## src/rtl/dmem_pkg.sv

```systemverilog
// Shared types and helpers for the two-port data-memory arbiter.
package dmem_pkg;

    typedef enum logic [1:0] {
        IDLE   = 2'd0,
        ACCESS = 2'd1,
        RMW_WR = 2'd2
    } state_t;

    localparam int WORD_BYTES = 4;
    localparam logic [31:0] ADDR_MASK = 32'hFFFF_FFFC;

    function automatic logic [31:0] byte_merge(
        input logic [WORD_BYTES-1:0] be,
        input logic [31:0]           new_word,
        input logic [31:0]           old_word
    );
        logic [31:0] mask;
        for (int i = 0; i < WORD_BYTES; i++) begin
            mask[8*i +: 8] = {8{be[i]}};
        end
        return (new_word & mask) | (old_word & ~mask);
    endfunction

endpackage

```

## src/rtl/dmem_rr_arb.sv

```systemverilog
// Two-way grant with a last-winner pointer; fixed priority favours port 0.
module dmem_rr_arb
    import dmem_pkg::*;
#(
    parameter int FIXED_PRIORITY = 0
) (
    input  logic clk,
    input  logic reset,
    input  logic valid0,
    input  logic valid1,
    input  logic update,
    output logic grant0,
    output logic grant1
);

    logic last;

    always_comb begin
        grant0 = valid0 && (!valid1 || (FIXED_PRIORITY != 0) || last);
        grant1 = valid1 && !grant0;
    end

    // last=1 means port 1 won most recently, so port 0 wins next contention
    always_ff @(posedge clk) begin
        if (reset) begin
            last <= 1'b1;
        end else if (update) begin
            last <= grant1;
        end
    end

endmodule

```

## src/rtl/dmem_arbiter.sv

```systemverilog
// Two requesters sharing one data memory port, with read-modify-write
// handling of partial stores.
module dmem_arbiter
    import dmem_pkg::*;
#(
    parameter int FIXED_PRIORITY = 0
) (
    input  logic        clk,
    input  logic        reset,
    input  logic        req0_valid,
    output logic        req0_ready,
    input  logic        req0_we,
    input  logic [3:0]  req0_be,
    input  logic [31:0] req0_addr,
    input  logic [31:0] req0_wdata,
    output logic        rsp0_valid,
    output logic [31:0] rsp0_rdata,
    input  logic        req1_valid,
    output logic        req1_ready,
    input  logic        req1_we,
    input  logic [3:0]  req1_be,
    input  logic [31:0] req1_addr,
    input  logic [31:0] req1_wdata,
    output logic        rsp1_valid,
    output logic [31:0] rsp1_rdata,
    output logic        mem_read,
    output logic        mem_write,
    output logic [31:0] mem_addr,
    output logic [31:0] mem_wdata,
    input  logic [31:0] mem_rdata,
    output logic        busy
);

    state_t      state;
    logic        port_q;
    logic        we_q;
    logic [3:0]  be_q;
    logic [31:0] addr_q;
    logic [31:0] wdata_q;
    logic [31:0] merge_q;
    logic        rsp0_q;
    logic        rsp1_q;
    logic [31:0] rdata0_q;
    logic [31:0] rdata1_q;

    logic grant0;
    logic grant1;
    logic idle;
    logic accept0;
    logic accept1;
    logic partial;

    dmem_rr_arb #(
        .FIXED_PRIORITY(FIXED_PRIORITY)
    ) u_arb (
        .clk   (clk),
        .reset (reset),
        .valid0(req0_valid),
        .valid1(req1_valid),
        .update(accept0 || accept1),
        .grant0(grant0),
        .grant1(grant1)
    );

    assign idle       = (state == IDLE);
    assign req0_ready = idle && !reset && grant0;
    assign req1_ready = idle && !reset && grant1;
    assign accept0    = req0_valid && req0_ready;
    assign accept1    = req1_valid && req1_ready;
    assign partial    = we_q && (be_q != 4'hF) && (be_q != 4'h0);

    // Strobes are gated by reset so an aborted RMW never reaches memory
    always_comb begin
        mem_read  = 1'b0;
        mem_write = 1'b0;
        mem_addr  = 32'h0;
        mem_wdata = 32'h0;
        if (!reset) begin
            if (state == ACCESS) begin
                mem_read  = !we_q || partial;
                mem_write = we_q && (be_q == 4'hF);
            end else if (state == RMW_WR) begin
                mem_write = 1'b1;
            end
            if (mem_read || mem_write) begin
                mem_addr = addr_q & ADDR_MASK;
            end
            if (mem_write) begin
                mem_wdata = (state == RMW_WR) ? merge_q : wdata_q;
            end
        end
    end

    assign busy       = !reset && !idle;
    assign rsp0_valid = !reset && rsp0_q;
    assign rsp1_valid = !reset && rsp1_q;
    assign rsp0_rdata = reset ? 32'h0 : rdata0_q;
    assign rsp1_rdata = reset ? 32'h0 : rdata1_q;

    always_ff @(posedge clk) begin
        if (reset) begin
            state    <= IDLE;
            port_q   <= 1'b0;
            we_q     <= 1'b0;
            be_q     <= 4'h0;
            addr_q   <= 32'h0;
            wdata_q  <= 32'h0;
            merge_q  <= 32'h0;
            rsp0_q   <= 1'b0;
            rsp1_q   <= 1'b0;
            rdata0_q <= 32'h0;
            rdata1_q <= 32'h0;
        end else begin
            rsp0_q   <= 1'b0;
            rsp1_q   <= 1'b0;
            rdata0_q <= 32'h0;
            rdata1_q <= 32'h0;
            unique case (state)
                IDLE: begin
                    if (accept0 || accept1) begin
                        port_q  <= accept1;
                        we_q    <= accept1 ? req1_we    : req0_we;
                        be_q    <= accept1 ? req1_be    : req0_be;
                        addr_q  <= accept1 ? req1_addr  : req0_addr;
                        wdata_q <= accept1 ? req1_wdata : req0_wdata;
                        state   <= ACCESS;
                    end
                end
                ACCESS: begin
                    if (partial) begin
                        merge_q <= byte_merge(be_q, wdata_q, mem_rdata);
                        state   <= RMW_WR;
                    end else begin
                        if (port_q) begin
                            rsp1_q   <= 1'b1;
                            rdata1_q <= we_q ? 32'h0 : mem_rdata;
                        end else begin
                            rsp0_q   <= 1'b1;
                            rdata0_q <= we_q ? 32'h0 : mem_rdata;
                        end
                        state <= IDLE;
                    end
                end
                RMW_WR: begin
                    if (port_q) begin
                        rsp1_q <= 1'b1;
                    end else begin
                        rsp0_q <= 1'b1;
                    end
                    state <= IDLE;
                end
                default: state <= IDLE;
            endcase
        end
    end

endmodule

```

## config.mk

```make
export PLATFORM = sky130hd
export DESIGN_NAME = dmem_arbiter
export DESIGN_NICKNAME = d
export VERILOG_FILES = /design/src/rtl/dmem_pkg.sv /design/src/rtl/dmem_rr_arb.sv /design/src/rtl/dmem_arbiter.sv
export SDC_FILE = /design/constraint.sdc
export NUM_CORES = 1
export LEC_CHECK = 0
export ABC_AREA = 1
export CORE_MARGIN = 2
export CORE_UTILIZATION = 49
export DETAILED_ROUTE_END_ITERATION = 10
export PLACE_DENSITY = 0.87
export SLEW_MARGIN = 20
export SYNTH_ARGS = -nofsm -noshare
export SYNTH_HDL_FRONTEND = slang
export SYNTH_HIERARCHICAL = 1
export SYNTH_SLANG_ARGS = --single-unit
```

## constraint.sdc

```tcl
create_clock -name clk -period 3.4 [get_ports clk]
set_clock_uncertainty 0.15 [all_clocks]
set_input_delay 0.85 -clock clk [delete_from_list [all_inputs] [get_ports clk]]
set_output_delay 0.85 -clock clk [all_outputs]
set_load 0.05 [all_outputs]
```

==> qor.csv <==
stage;metric;value;unit
run_status;outcome;finished, final reports clean;
logic_synthesis;synthArstFlopShare;0;%
floorplanning;core_area;16700;um^2
global_route;grt-ovfl-total;0;
global_route;grt_pass1_vias;8332;
global_route;grt_max_degree;138;
detailed_routing;viasPerCell;4.788;
clocking;root_buffer;clkbuf_16;
clocking;numCtsBuffers;17;
logic_synthesis;syn_inst;1330;
worst_hold_path;hp-class;reg -> reg;
clocking;cts_tree;built;
detailed_routing;drt_wl_total;24570;um
timing;slew-limit-headroom;41.28;%
finish;fin_cells;1819;
finish;antenna_cells;0;
worst_setup_path;worstPathCellList;inv_1, ha_2, nor2_1, a21oi_1, nand3_2, buf_4, a21oi_1, buf_4;
clocking;cts_hold_buf;0;
floorplanning;die_x;134.9;um
clocking;clk-insertion-delay-late;0.43;ns
worst_setup_path;crit_path_end_kind;primary output;
logic_synthesis;synth_edf_count;0;
floorplanning;io_pins;309;
global_route;grt_usage;26.89;%
logic_synthesis;synth_compound_area_share;10.54;%
job;cap_viol_max_count;0;
logic_synthesis;ys_types;29;
global_route;grt_pass1_wl;39250;um
worst_setup_path;cp.arrival;2.22;ns
finish;final_core_util;72.60;%
detailed_routing;vias;8709;
clocking;htree_levels;4;
timing;fin_crit_sh;94.64;%
timing;layout_min_cycle_time;3.218;ns
finish;nets;1764;
logic_synthesis;ys_warn_count;6;
worst_setup_path;path_max_fanout;21;
clocking;clk_pin_slew_worst_paths;0.07;ns
power_and_ir_drop;vdd_drop_max;462.8;uV
logic_synthesis;yosysTopAreaCell;dfxtp_1;
worst_setup_path;criticalPathCategory;reg -> out;
logic_synthesis;synthMuxAreaShare;3.812;%
logic_synthesis;synthTopCellsByCount;370 x nor2_1, 272 x nand2_1, 201 x inv_1;
logic_synthesis;post_synth_and_or_nand_nor_area_fraction;30.07;%
logic_synthesis;yosysTopAreaCellShare;40.27;%
detailed_routing;drc;0;
detailed_routing;wl_per_cell;13.51;um
finish;nFillCells;1342;
timing;fmax;0.3108;GHz
logic_synthesis;syn_area;8402;um^2
logic_synthesis;ys_seq_area_share;40.27;%
placed_design;placed_area;11490;um^2
logic_synthesis;synthTopCellsByArea;dfxtp_1 40%, nor2_1 17%, nand2_1 12%, inv_1 9.0%, o21ai_0 7.1%;
placed_design;port_buffers;302;
worst_setup_path;worst-endpoint-required;2.40;ns
logic_synthesis;ys_seq_elements;169;
finish;layout-drive-gt1-share;12.32;%
power_and_ir_drop;power_density;554.0;nW/um^2
detailed_routing;dr.first_iter.drc_count;609;
clocking;cts_max_path_buffers;2;
detailed_routing;ant_nets;0;
worst_setup_path;max_stage_delay;0.32;ns
logic_synthesis;synth-xor-area-share;0;%
floorplanning;start_util;50.31;%
logic_synthesis;avgSynthCellArea;6.317;um^2
timing;setup-violations-final;0;
timing;final_hold_viol_count;0;
finish;synthToLayoutAreaGrowth;44.32;%
global_route;antenna_found_initial;0;
power_and_ir_drop;total_power;6.717;mW
detailed_routing;drt-pass1-iter-count;5;
timing;final_max_slew_viol_count;0;
logic_synthesis;synth_fa_ha_area_share;0.5957;%
floorplanning;die_h;134.9;um
placed_design;place_inst;1787;
floorplanning;dieArea;18210;um^2
worst_setup_path;cp-start-kind;register;
timing;tightest_slew;0.8809;ns
finish;stdcell_area;12130;um^2
logic_synthesis;synth_top_family_by_area;simple AND/OR/NAND/NOR gates;
power_and_ir_drop;leakagePower;5.649;nW
floorplanning;num_rows;47;
logic_synthesis;yosysMostFrequentCell;nor2_1;
worst_setup_path;cpMaxStageDelayCell;dfxtp_1;
placed_design;dp_hpwl;17070;um
logic_synthesis;synth-main-ff-cell;dfxtp_1;
clocking;cts_sinks;169;
placed_design;gp_congestion;0.8607;
==> worst max-delay path, delay by kind of cell, from the launching register on <==
kind	cells	cell delay, ns
DFF	1	0.32
buffers and inverters	3	0.61
AOI/OAI and AO/OA	2	0.42
and+or+nand+nor	2	0.17
adders and majority gates	1	0.28
==> area by class of cell <==
class | count | area, um^2 | area share, %
Clock buffer | 18 | 439.2 | 3.622
Timing Repair Buffer | 322 | 3271 | 26.97
Sequential cell | 169 | 3383 | 27.90
Multi-Input combinational cell | 871 | 3801 | 31.35
Tap cell | 220 | 275.3 | 2.270
Inverter | 205 | 770.7 | 6.356
Clock inverter | 14 | 185.2 | 1.527
==> worst paths after layout <==
path              depth (start not counted)  slack, ns            to  startpoint
setup / recovery                          8       0.18  mem_wdata[0]    state[1]
setup reg to reg                          7       1.15   rdata0_q[1]        we_q
hold reg to reg                           2       0.34    merge_q[3]  merge_q[3]
hold / removal                            2       0.34    merge_q[3]  merge_q[3]
==> state kept, by name (all words and copies together) (netlist names), 2 cells and up <==
name      flops
wdata_q      32
be_q          4
rdata1_q     32
addr_q       30
state         2
merge_q      32
rdata0_q     32
==> routing by layer <==
layer  wire length [um]  track usage, %  part of all wire (%)
met1               9561           30.06                    39
met2              12050           47.04                    49
met3               1915           6.644                   7.8
met4               1044           14.58                   4.2
met5                  0               0                     0
==> power by group <==
group / internal, mW / switching [mW] / total (mW)
clock: 1.19 / 0.841 / 2.04
sequential: 2.21 / 0.124 / 2.33
combinational: 0.846 / 1.50 / 2.35
total: 4.25 / 2.47 / 6.72
==> stage by stage <==
stage	setup slack [ns]	hold slack, ns	TNS [ns]
6_report	0.1821	0.3354	0
3_3_place_gp	0.3861	0.3126	0
3_5_place_dp	0.3449	0.3210	0
5_1_grt	-0.001289	0.3501	-0.001289
4_1_cts	0.05660	0.3362	0
2_1_floorplan	0.3676	0.3044	0
==> logic make-up after synthesis <==
kind of cell	count (synthesis)
adders and majority gates	4
DFF	169
AOI/OAI and AO/OA	175
muxes	32
and+or+nand+nor	658
other	1
buffers and inverters	291
==> timing repair <==
action                     in CTS  in global routing
setup buffers                   0                  0
resized for setup               0                  3
setup endpoints to repair       0                 31
hold endpoints to repair        0                  0
==> layout by cell type (no fill, tap or decap), types with 2 or more instances in the layout <==
cell type,instances
clkbuf_16,17
nand4_1,2
nand3_1,6
dfxtp_1,169
inv_8,2
buf_12,34
inv_6,4
clkinv_2,2
nand2_1,272
inv_2,2
bufinv_16,3
o21ai_0,120
nor2_1,370
buf_4,119
clkdlybuf4s50_1,168
ha_1,3
o21ai_1,14
nand2_2,2
clkinvlp_4,2
mux2i_1,32
and3_1,2
a21oi_1,38
inv_1,201
clkinv_4,2
conb_1,2
(Power assumes the default switching activity.)
